<file path="config.mk">
export PLATFORM = sky130hd
export DESIGN_NAME = tile_scheduler
export DESIGN_NICKNAME = d
export VERILOG_FILES = /design/src/rtl/tile_pkg.sv /design/src/rtl/tile_scheduler_lfsr16.sv /design/src/rtl/tile_scheduler.sv
export SDC_FILE = /design/constraint.sdc
export NUM_CORES = 1
export LEC_CHECK = 0
export BUFFER_PORTS_ARGS = -buffer_cell sky130_fd_sc_hd__buf_4
export CAP_MARGIN = 5
export CORE_UTILIZATION = 50
export CTS_CLUSTER_SIZE = 30
export DETAILED_ROUTE_END_ITERATION = 10
export GPL_ROUTABILITY_DRIVEN = 0
export PLACE_DENSITY = 0.82
export SETUP_SLACK_MARGIN = 0.1
export SYNTH_ARGS = -nofsm -noshare
export SYNTH_HDL_FRONTEND = slang
export SYNTH_HIERARCHICAL = 1
export SYNTH_SLANG_ARGS = --single-unit
</file>
<file path="constraint.sdc">
create_clock -name frame_clk -period 4.85 [get_ports frame_clk]
set_clock_uncertainty 0.2 [all_clocks]
set_input_delay 0 -clock frame_clk [delete_from_list [all_inputs] [get_ports frame_clk]]
set_output_delay 0 -clock frame_clk [all_outputs]
set_load 0.02 [all_outputs]
</file>
<file path="src/rtl/tile_pkg.sv">
// Shared types and screen constants for the falling-tile game sequencer.
package tile_pkg;

  typedef enum logic [1:0] {
    IDLE = 2'd0,
    RUN  = 2'd1,
    OVER = 2'd2
  } state_t;

  localparam int unsigned LANES        = 4;
  localparam int unsigned LANE_W       = 2;
  localparam int unsigned Y_W          = 10;
  localparam int unsigned SUM_W        = 11;
  localparam int unsigned KEY_W        = 8;
  localparam int unsigned SCREEN_Y_MAX = 479;

  // Lane i is selected by LANE_KEY[i].
  localparam logic [LANES-1:0][KEY_W-1:0] LANE_KEY = {8'h09, 8'h07, 8'h16, 8'h04};

endpackage

</file>
<file path="src/rtl/tile_scheduler_lfsr16.sv">
// Free-running 16-bit Fibonacci LFSR (taps 16,14,13,11) used for lane selection.
module lfsr16 #(
  parameter logic [15:0] SEED = 16'hACE1
) (
  input  logic        clk,
  input  logic        Reset_n,
  output logic [15:0] q
);

  logic [15:0] lfsr_d;
  logic [15:0] lfsr_q;

  always_comb begin
    lfsr_d = {lfsr_q[14:0], lfsr_q[15] ^ lfsr_q[13] ^ lfsr_q[12] ^ lfsr_q[10]};
  end

  always_ff @(posedge clk or negedge Reset_n) begin
    if (!Reset_n) begin
      lfsr_q <= SEED;
    end else begin
      lfsr_q <= lfsr_d;
    end
  end

  assign q = lfsr_q;

endmodule

</file>
<file path="src/rtl/tile_scheduler.sv">
// Game sequencer: spawns tiles into four lanes, scores key hits, ramps speed, detects game over.
module tile_scheduler
  import tile_pkg::*;
#(
  parameter int unsigned SPAWN_FRAMES   = 40,
  parameter int unsigned SPAWN_MIN      = 8,
  parameter int unsigned HIT_TOP        = 300,
  parameter int unsigned Y_MAX          = SCREEN_Y_MAX,
  parameter int unsigned HITS_PER_LEVEL = 8,
  parameter logic [15:0] LFSR_SEED      = 16'hACE1
) (
  input  logic                   frame_clk,
  input  logic                   Reset_n,
  input  logic                   start,
  input  logic [KEY_W-1:0]       keycode,
  input  logic [LANES*Y_W-1:0]   lane_y,
  input  logic [Y_W-1:0]         lane_s,
  output logic [LANES-1:0]       new_note,
  output logic [LANES-1:0]       kill,
  output logic [3:0]             speed,
  output logic [15:0]            score,
  output logic                   playing,
  output logic                   game_over
);

  localparam int unsigned TMR_W = $clog2(SPAWN_FRAMES + 1);
  localparam int unsigned LVL_W = (HITS_PER_LEVEL > 1) ? $clog2(HITS_PER_LEVEL) : 1;

  state_t               state_q, state_d;
  logic [LANES-1:0]     new_note_q, new_note_d;
  logic [LANES-1:0]     kill_q, kill_d;
  logic [LANES-1:0]     busy_q, busy_d;
  logic [3:0]           speed_q, speed_d;
  logic [15:0]          score_q, score_d;
  logic [TMR_W-1:0]     timer_q, timer_d;
  logic [LVL_W-1:0]     lvl_q, lvl_d;
  logic [KEY_W-1:0]     key_q, key_d;
  logic                 playing_q, playing_d;
  logic                 game_over_q, game_over_d;

  logic [15:0]          lfsr;
  logic                 lfsr_unused_c;
  logic [LANES-1:0][SUM_W-1:0] sum_c;
  logic [LANES-1:0]     hittable_c, bottom_c, press_c;
  logic [LANES-1:0]     hit_c, miss_c, spawn_c;
  logic                 wrong_c, go_over_c, spawn_ok_c;
  logic [LANE_W-1:0]    idx_c;
  logic [4:0]           two_spd_c;
  logic [TMR_W-1:0]     reload_c;

  lfsr16 #(.SEED(LFSR_SEED)) u_lfsr (
    .clk     (frame_clk),
    .Reset_n (Reset_n),
    .q       (lfsr)
  );

  assign lfsr_unused_c = ^lfsr[15:LANE_W];

  // Per-lane position classification and key-press decode; sums are 11 bits so they cannot wrap.
  always_comb begin
    sum_c      = '0;
    hittable_c = '0;
    bottom_c   = '0;
    press_c    = '0;
    for (int i = 0; i < LANES; i++) begin
      sum_c[i]      = {1'b0, lane_y[i*Y_W +: Y_W]} + {1'b0, lane_s};
      hittable_c[i] = sum_c[i] >= SUM_W'(HIT_TOP);
      bottom_c[i]   = sum_c[i] >= SUM_W'(Y_MAX);
      press_c[i]    = (keycode != key_q) && (keycode == LANE_KEY[i]);
    end
  end

  // A hit on a lane masks that lane's miss; a miss elsewhere still ends the game.
  always_comb begin
    hit_c     = press_c & busy_q & hittable_c;
    wrong_c   = |(press_c & ~(busy_q & hittable_c));
    miss_c    = busy_q & bottom_c & ~hit_c;
    go_over_c = wrong_c | (|miss_c);
  end

  // First idle lane at or after the random candidate, judged on busy before any hit this cycle.
  always_comb begin
    spawn_c    = '0;
    spawn_ok_c = 1'b0;
    idx_c      = '0;
    for (int k = 0; k < LANES; k++) begin
      idx_c = lfsr[LANE_W-1:0] + LANE_W'(k);
      if (!spawn_ok_c && !busy_q[idx_c]) begin
        spawn_c[idx_c] = 1'b1;
        spawn_ok_c     = 1'b1;
      end
    end
  end

  always_comb begin
    two_spd_c = {speed_q, 1'b0};
    if (32'(two_spd_c) + SPAWN_MIN <= SPAWN_FRAMES) begin
      reload_c = TMR_W'(SPAWN_FRAMES - 32'(two_spd_c));
    end else begin
      reload_c = TMR_W'(SPAWN_MIN);
    end
  end

  always_comb begin
    state_d    = state_q;
    new_note_d = '0;
    kill_d     = '0;
    busy_d     = busy_q;
    speed_d    = speed_q;
    score_d    = score_q;
    timer_d    = timer_q;
    lvl_d      = lvl_q;
    key_d      = keycode;

    case (state_q)
      IDLE, OVER: begin
        if (start) begin
          state_d = RUN;
          kill_d  = '1;
          busy_d  = '0;
          speed_d = '0;
          score_d = '0;
          lvl_d   = '0;
          timer_d = TMR_W'(SPAWN_FRAMES);
        end
      end
      RUN: begin
        if (go_over_c) begin
          state_d = OVER;
          kill_d  = '1;
          busy_d  = '0;
        end else begin
          kill_d = hit_c;
          busy_d = busy_q & ~hit_c;
          if (|hit_c) begin
            if (score_q != 16'hFFFF) score_d = score_q + 16'd1;
            if (lvl_q == LVL_W'(HITS_PER_LEVEL - 1)) begin
              lvl_d = '0;
              if (speed_q != 4'hF) speed_d = speed_q + 4'd1;
            end else begin
              lvl_d = lvl_q + LVL_W'(1);
            end
          end
          // With every lane busy the timer parks at zero and the spawn retries each frame.
          if (timer_q == '0) begin
            if (spawn_ok_c) begin
              new_note_d = spawn_c;
              busy_d     = busy_d | spawn_c;
              timer_d    = reload_c;
            end
          end else begin
            timer_d = timer_q - TMR_W'(1);
          end
        end
      end
      default: state_d = IDLE;
    endcase

    playing_d   = (state_d == RUN);
    game_over_d = (state_d == OVER);
  end

  always_ff @(posedge frame_clk or negedge Reset_n) begin
    if (!Reset_n) begin
      state_q     <= IDLE;
      new_note_q  <= '0;
      kill_q      <= '0;
      busy_q      <= '0;
      speed_q     <= '0;
      score_q     <= '0;
      timer_q     <= '0;
      lvl_q       <= '0;
      key_q       <= '0;
      playing_q   <= 1'b0;
      game_over_q <= 1'b0;
    end else begin
      state_q     <= state_d;
      new_note_q  <= new_note_d;
      kill_q      <= kill_d;
      busy_q      <= busy_d;
      speed_q     <= speed_d;
      score_q     <= score_d;
      timer_q     <= timer_d;
      lvl_q       <= lvl_d;
      key_q       <= key_d;
      playing_q   <= playing_d;
      game_over_q <= game_over_d;
    end
  end

  assign new_note  = new_note_q;
  assign kill      = kill_q;
  assign speed     = speed_q;
  assign score     = score_q;
  assign playing   = playing_q;
  assign game_over = game_over_q;

endmodule
</file>
==> metrics.txt, run 1 <==
DRC violation count after routing 5; number of nets in the finished design 880; source of the critical timing path lane_s[0]; worst-case reg-to-reg path depth 10; data arrival at the endpoint of the critical path 3.77 ns; failing checks DRC; worst setup path category primary input to flip-flop; Internal Power 1610 µW; max incr delay on CP 0.65 ns; die span in y 111 µm; Initial Utilization 51.8%; highest achievable clock rate 267 MHz; cell depth of the worst setup path 14; power density over the cells 367 nW/µm²; first-pass iteration count of the detailed router 8; CTS Root Buffer Type clkbuf_16; full die area 12400 µm²; synthesized area 5990 µm²; pin count of the biggest net entering global routing 70; violation count after the first detailed-route iteration 479; area of combinational cells with multiple inputs 3990 µm²; CTS clk-pin slew, worst paths 0.06 ns; via total after detailed routing 5704; clock sinks 69; Startpoint Class primary input; CP max stage cell or4_1; CP endpoint kind flip-flop; Port Buffers 90; run status finished, violations left; Gate power share 43.1%; routed length per placed instance 17.8 µm; post-route cell area 7180 µm²; number of buffers inserted by post-CTS setup repair 0; capture point of the critical path score[14]$_DFFE_PN0P_; Worst-Skew Late Latency 0.34 ns; maximum VDD drop 0.235 mV; worst path cell trace buf_4 > ha_1 > inv_1 > fa_1 > nor2b_1 > o2111ai_1 > a31oi_1 > xnor2_1 > a31o_1 > a211oi_2 > o22ai_2 > or2_1 > or4_1 > a32o_1; Worst Max-Slew Pin Slew 0.927 ns; utilization after layout 62.1%; overflow left after global routing 0; Net Count, Synth 790; register cell area after layout 1740 µm²; via count of the first global-routing pass 5684; mean cell area of the mapped netlist 8.91 µm²; total of fill cells in the finished design 963; placeable core region 11600 µm²; synthesized instance count 672; required time of the worst setup path 4.87 ns; fraction of power spent switching nets 39.0%; layout overhead on the synthesized area 19.9%; setup-violating endpoint count in the final report 0; count of synthesis-stage warnings from yosys 6; Rows 39; r2r endpoint score[13]$_DFFE_PN0P_; # Max-Cap Violations 0; sequential cell fraction of total power 28.2%; normalized max-slew margin 38.2%; Net Sw Power 1030 µW; count of final hold-check violations 0; worst reg2reg startpoint key_q[3]$_DFF_PN0_; detailed-route wire length 16.2 mm; final slew viol count 0; # placed instances 884; Post-Route Hold Slack 0.122 ns; TritonCTS buffer count 9; TritonCTS clock tree built; horizontal die dimension 111 µm; proportion of layout cells with a drive suffix above 1 19.3%; RSZ-0062 raised after global routing false; crit path buf inv count 2; total leakage power 0.00319 µW; kind of cell with the highest combined delay on the critical path compound AO/OA/AOI/OAI gates; # IOs 91; all-layer global routing usage 26.8%; HP Class primary input to async pin; R2R setup slack 1.12 ns; post-DP HPWL 11.9 mm; initial antenna violation count 0; Setup TNS 0 ns; clock share of power 28.7%; cell area after placement 6740 µm²; part of the cycle the worst path needs 77.2%; biggest fanout along the worst timing path 29; count of antenna-violating nets left after detailed routing 0; Max clock buf depth 2; deepest level of the CTS H-tree 3; total inserted antenna cells 0; fin cells 910; vias per cell 6.27; clock period minus worst slack 3.74 ns; first-pass GRT wire length 27.0 mm
## sequential cells by signal, indices dropped and copies added (netlist names)
register / cells
playing: 1
busy_q: 4
timer_q: 6
speed: 4
key_q: 8
state_q: 2
new_note: 4
lvl_q: 3
score: 16
u_lfsr/q: 16
game_over: 1
kill: 4
## power by group through the flow
stage          Combinational [µW]  Sequential (µW)  Clock, µW
2_1_floorplan                 764              777          0
3_3_place_gp                 1070              745          0
3_5_place_dp                 1110              749          0
4_1_cts                      1120              741        761
5_1_grt                      1250              755        788
6_report                     1130              743        755
## stage by stage
stage               setup WS [ns]  power [µW]
CTS                          1.14        2620
floorplan                    1.65        1540
global placement            0.946        1820
global route                0.867        2790
detailed placement          0.857        1860
finish                       1.11        2630
## area by class of cell
cell class	instances	area share, %
multi-input combinational	542	55.6
sequential	69	24.2
timing repair buffer	101	10.9
clock buffer	10	3.19
tap	143	2.49
inverter	39	2.04
clock inverter	6	1.55
## what timing repair did
item | in CTS | in global routing
hold endpoints to repair | 72 | 0
gates resized for setup | 0 | 0
hold buffers | 10 | 0
## placed cells by master (no fill, tap or decap), types with 5 or more instances in the layout
master,n
mux2i_1,11
nand2_1,51
ha_1,53
nor2_1,48
dlygate4sd3_1,10
nor2b_1,12
inv_1,39
a22oi_1,7
o21ai_1,5
o2111ai_1,5
o21a_1,6
a21o_1,10
a211o_1,5
a211oi_1,6
a31oi_1,6
or3_1,9
buf_4,91
nor3b_1,8
nand3_1,29
nor3_1,20
or4_1,7
xnor2_1,22
dfstp_2,8
clkbuf_16,9
xor2_1,11
and3_1,9
dfrtp_1,61
o22ai_1,9
o21ai_0,27
nand4_1,6
o31ai_1,9
nand2b_1,14
a21oi_1,33
## per-layer routing
layer  global-route usage, %  part of all wire, %  up-vias
met5                       0                    0        -
met1                    33.1                   41     2713
met4                    10.8                  2.8        0
met2                    45.6                   49      253
met3                    5.72                  7.3       42
li1                        -                    -     2696
## worst min path at each step
| stage | startpoint | endpoint | cells past startpoint |
|---|---|---|---|
| detailed placement | keycode[7] | key_q[7]$_DFF_PN0_ | 1 |
| global placement | keycode[7] | key_q[7]$_DFF_PN0_ | 1 |
| floorplan | Reset_n | busy_q[0]$_DFFE_PN0P_ | 0 |
| global route | keycode[7] | key_q[7]$_DFF_PN0_ | 2 |
| finish | Reset_n | u_lfsr/q[9]$_DFF_PN0_ | 2 |
| CTS | keycode[7] | key_q[7]$_DFF_PN0_ | 2 |
No activity file was read; power rests on OpenSTA's default activity.
==> run 2, diff against run 1 <==
ABC_AREA = 1   (was unset)
clock period = 3.9 ns   (was 4.85 ns; I/O delays follow)
==> metrics.txt, run 2 <==
run status finished clean; TritonCTS buffer count 9; placeable core region 12100 µm²; deepest level of the CTS H-tree 3; # Max-Cap Violations 0; violation count after the first detailed-route iteration 358; synthesized area 6260 µm²; proportion of layout cells with a drive suffix above 1 12.0%; utilization after layout 61.9%; HP Class primary input to async pin; biggest fanout along the worst timing path 17; count of antenna-violating nets left after detailed routing 0; # IOs 91; worst setup path category flip-flop to flip-flop; sequential cell fraction of total power 27.8%; CTS Root Buffer Type clkbuf_16; required time of the worst setup path 3.97 ns; total leakage power 0.00420 µW; full die area 13000 µm²; maximum VDD drop 0.372 mV; fraction of power spent switching nets 42.5%; total inserted antenna cells 0; pin count of the biggest net entering global routing 70; synthesized instance count 982; clock period minus worst slack 2.98 ns; worst path cell trace ha_1 > nand2_2 > nor2_4 > nand2_1 > nor2_2 > nand2_1 > nor2_2 > nand2_1 > nor2_1 > nand2_1 > or4_1 > nand3_4 > nand2_1 > nand2_1; Rows 40; Worst Max-Slew Pin Slew 0.854 ns; normalized max-slew margin 43.1%; Setup TNS 0 ns; initial antenna violation count 0; detailed-route wire length 15.0 mm; cell mode on critical path nand2_1; overflow left after global routing 0; Initial Utilization 51.7%; Internal Power 1970 µW; via total after detailed routing 6408; R2R setup slack 0.92 ns; source of the critical timing path score[0]$_DFFE_PN0P_; Max clock buf depth 2; power density over the cells 456 nW/µm²; most common cell after layout, fill and taps aside nand2_1; first-pass GRT wire length 25.7 mm; via count of the first global-routing pass 5900; TritonCTS clock tree built; commonest non-fill, non-tap cells in the layout nand2_1, inv_1, nor2_1; count of synthesis-stage warnings from yosys 6; r2r endpoint score[7]$_DFFE_PN0P_; Worst-Skew Late Latency 0.33 ns; Net Sw Power 1450 µW; die span in y 114 µm; worst reg2reg startpoint score[0]$_DFFE_PN0P_; CTS clk-pin slew, worst paths 0.06 ns; routed length per placed instance 12.0 µm; Gate power share 46.4%; horizontal die dimension 114 µm; Net Count, Synth 1100; clock sinks 69; number of nets in the finished design 1200; Startpoint Class flip-flop; layout overhead on the synthesized area 19.9%; Port Buffers 90; count of final hold-check violations 0; vias per cell 5.11; highest achievable clock rate 336 MHz; RSZ-0062 raised after global routing false; CP max stage cell or4_1; final slew viol count 0; mean cell area of the mapped netlist 6.37 µm²; post-DP HPWL 11.6 mm; first-pass iteration count of the detailed router 6; capture point of the critical path score[7]$_DFFE_PN0P_; CP endpoint kind flip-flop; setup-violating endpoint count in the final report 0; data arrival at the endpoint of the critical path 3.05 ns; DRC violation count after routing 0; worst-case reg-to-reg path depth 14; part of the cycle the worst path needs 76.4%; clock share of power 25.8%; all-layer global routing usage 24.4%; max incr delay on CP 0.73 ns
## run 2: worst min-delay path by stage
stage	start	endpoint	slack [ns]
2_1_floorplan	Reset_n	busy_q[0]$_DFFE_PN0P_	-0.50
3_3_place_gp	keycode[4]	key_q[4]$_DFF_PN0_	-0.06
3_5_place_dp	keycode[2]	key_q[2]$_DFF_PN0_	-0.06
4_1_cts	keycode[4]	key_q[4]$_DFF_PN0_	0.14
5_1_grt	keycode[2]	key_q[2]$_DFF_PN0_	0.14
6_report	Reset_n	u_lfsr/q[12]$_DFF_PN0_	0.12
## run 2: through the flow
stage / std cells / area [µm²] / total power, µW / worst slack [ns] / hold slack, ns
5_1_grt: 1255 / 7500 / 3700 / 0.706 / 0.143
2_1_floorplan: 982 / 6260 / 2080 / 1.27 / -0.496
4_1_cts: 1255 / 7500 / 3430 / 0.925 / 0.137
3_3_place_gp: 1229 / 7080 / 2480 / 0.850 / -0.0624
3_5_place_dp: 1229 / 7080 / 2520 / 0.769 / -0.0599
6_report: 1255 / 7500 / 3420 / 0.921 / 0.120
## run 2: critical path, delay by kind of cell (launching register included)
family / cells / cell delay (ns)
AND/OR/NAND/NOR: 13 / 2.04
adder cells (fa/ha/maj): 1 / 0.21
flip-flops: 1 / 0.44
## run 2: layer usage
layer / routed length [µm] / vias to the layer above / track usage, %
met3: 695 / 18 / 3.72
li1: - / 3331 / -
met4: 212 / 0 / 6.49
met1: 6960 / 2910 / 31.6
met2: 7140 / 149 / 42.4
met5: 0 / - / 0
## run 2: layout make-up
type | count | area [µm²]
Inverter | 155 | 582
Multi-Input combinational cell | 744 | 3850
Sequential cell | 69 | 1740
Timing Repair Buffer | 103 | 798
Clock buffer | 9 | 225
Clock inverter | 7 | 98.8
Tap cell | 168 | 210
Fill cell | 1135 | 4610
## run 2: repair_timing
item	CTS	global route
resized for setup	0	0
hold buffers	10	0
setup buffers	0	0
endpoints found under the hold margin	74	0
## run 2: power by group through the flow
stage                     Combinational (µW)  Clock, µW  Sequential (µW)
after CTS                               1580        905              947
after global placement                  1520          0              955
final                                   1590        884              949
after detailed placement                1560          0              956
after global routing                    1800        937              965
after floorplan                         1080          0             1000
==> run 3, diff against run 2 <==
clock period = 2.8 ns   (was 3.9 ns; I/O delays follow)
==> metrics.txt, run 3 (synthesis gave the netlist of run 2 again) <==
r2r endpoint score[5]$_DFFE_PN0P_; routed length per placed instance 12.0 µm; Worst Max-Slew Pin Slew 0.857 ns; deepest level of the CTS H-tree 3; worst-case reg-to-reg path depth 14; crit path buf inv count 1; first-pass GRT wire length 25.8 mm; clock sinks 69; part of the cycle the worst path needs 91.0%; setup-violating endpoint count in the final report 0; fraction of power spent switching nets 40.9%; CP endpoint kind flip-flop; total leakage power 0.00433 µW; initial antenna violation count 0; final slew viol count 0; full die area 13000 µm²; kind of cell with the highest combined delay on the critical path simple AND/OR/NAND/NOR gates; HP Class primary input to async pin; most common cell after layout, fill and taps aside nand2_1; Initial Utilization 51.7%; Max clock buf depth 2; post-DP HPWL 11.6 mm; normalized max-slew margin 42.8%; vias per cell 5.06; die span in y 114 µm; detailed-route wire length 15.3 mm; RSZ-0062 raised after global routing true; post-route cell area 7750 µm²; Port Buffers 90; power density over the cells 655 nW/µm²; R2R setup slack 0.25 ns; # Max-Cap Violations 0; total of fill cells in the finished design 1129; pin count of the biggest net entering global routing 70; number of nets in the finished design 1223; layout overhead on the synthesized area 23.9%; CP max stage cell or4_4; biggest fanout along the worst timing path 10; cell mode on critical path nand2_1; Gate power share 48.5%; run status finished clean; via count of the first global-routing pass 5939; first-pass iteration count of the detailed router 5; max incr delay on CP 0.48 ns; violation count after the first detailed-route iteration 357; Internal Power 3000 µW; proportion of layout cells with a drive suffix above 1 14.4%; TritonCTS clock tree built; Startpoint Class flip-flop; CTS clk-pin slew, worst paths 0.06 ns; horizontal die dimension 114 µm; via total after detailed routing 6472; CTS Root Buffer Type clkbuf_16; commonest non-fill, non-tap cells in the layout nand2_1, inv_1, buf_4; worst path cell trace ha_1 > nand2_2 > nor2_4 > nand2_1 > nor2_2 > nand2_1 > nor2_2 > nand2_1 > nor2_1 > nand2_1 > or4_4 > buf_4 > nand4_1 > nand2_1; Net Sw Power 2080 µW; clock share of power 25.9%; fin cells 1278; clock period minus worst slack 2.55 ns; worst setup path category flip-flop to flip-flop; overflow left after global routing 0; maximum VDD drop 0.434 mV; required time of the worst setup path 2.82 ns; Rows 40; worst reg2reg startpoint score[1]$_DFFE_PN0P_; highest achievable clock rate 392 MHz; data arrival at the endpoint of the critical path 2.57 ns; all-layer global routing usage 24.3%; Worst-Skew Late Latency 0.33 ns; count of antenna-violating nets left after detailed routing 0; placeable core region 12100 µm²; total inserted antenna cells 0; utilization after layout 64.0%; # IOs 91; TritonCTS buffer count 9; DRC violation count after routing 0; # placed instances 1246; count of final hold-check violations 0; cell area after placement 7210 µm²; sequential cell fraction of total power 25.5%
-- run 3: what timing repair did --
| action | CTS | global route |
|---|---|---|
| setup buffers | 0 | 4 |
| hold endpoints to repair | 74 | 0 |
| resized for setup | 0 | 13 |
| setup endpoints to repair | 0 | 38 |
| hold buffers | 10 | 0 |
-- run 3: worst register-to-register path, delay by kind of cell (launching register included) --
kind                     cells  cell delay, ns
AND/OR/NAND/NOR             12            1.52
flip-flops                   1            0.35
buffers and inverters        1            0.20
adder cells (fa/ha/maj)      1            0.19
-- run 3: area by class of cell --
type / instances / area, µm² / area share, %
Multi-Input combinational cell: 746 / 3910 / 50.5
Sequential cell: 69 / 1740 / 22.4
Timing Repair Buffer: 124 / 960 / 12.4
Inverter: 155 / 584 / 7.54
Clock buffer: 11 / 243 / 3.13
Tap cell: 168 / 210 / 2.71
Clock inverter: 5 / 106 / 1.37
-- run 3: how the worst max path moves through the flow --
stage | start | endpoint | slack [ns] | cells after the start
after floorplan | score[0]$_DFFE_PN0P_ | score[13]$_DFFE_PN0P_ | 0.17 | 15
after CTS | score[0]$_DFFE_PN0P_ | score[5]$_DFFE_PN0P_ | 0.19 | 14
after global placement | lane_s[0] | score[7]$_DFFE_PN0P_ | -0.002 | 22
after detailed placement | lane_s[0] | score[5]$_DFFE_PN0P_ | -0.06 | 22
final | score[1]$_DFFE_PN0P_ | score[5]$_DFFE_PN0P_ | 0.25 | 14
after global routing | lane_s[0] | score[5]$_DFFE_PN0P_ | 0.07 | 22
-- run 3: metrics by stage --
step           setup slack (ns)  setup TNS [ns]  power, µW  hold WS (ns)
2_1_floorplan             0.168               0       2900        -0.496
6_report                  0.251               0       5080         0.120
5_1_grt                  0.0733               0       5470         0.154
3_3_place_gp           -0.00192        -0.00291       3550       -0.0621
3_5_place_dp            -0.0631          -0.843       3600       -0.0627
4_1_cts                   0.192               0       4950         0.144
-- run 3: power groups by stage --
stage / combinational, µW / clock (µW) / sequential, µW
after detailed placement: 2290 / 0 / 1310
after global placement: 2240 / 0 / 1310
final: 2470 / 1320 / 1300
after floorplan: 1510 / 0 / 1400
after global routing: 2760 / 1390 / 1320
after CTS: 2320 / 1330 / 1300
-- run 3: metal layers --
metal,track usage (%),share of wire (%),vias up
li1,-,-,3373
met1,31.9,47,2943
met2,42.4,48,140
met3,4.04,4.5,16
met4,4.85,0.83,0
met5,0,0,-
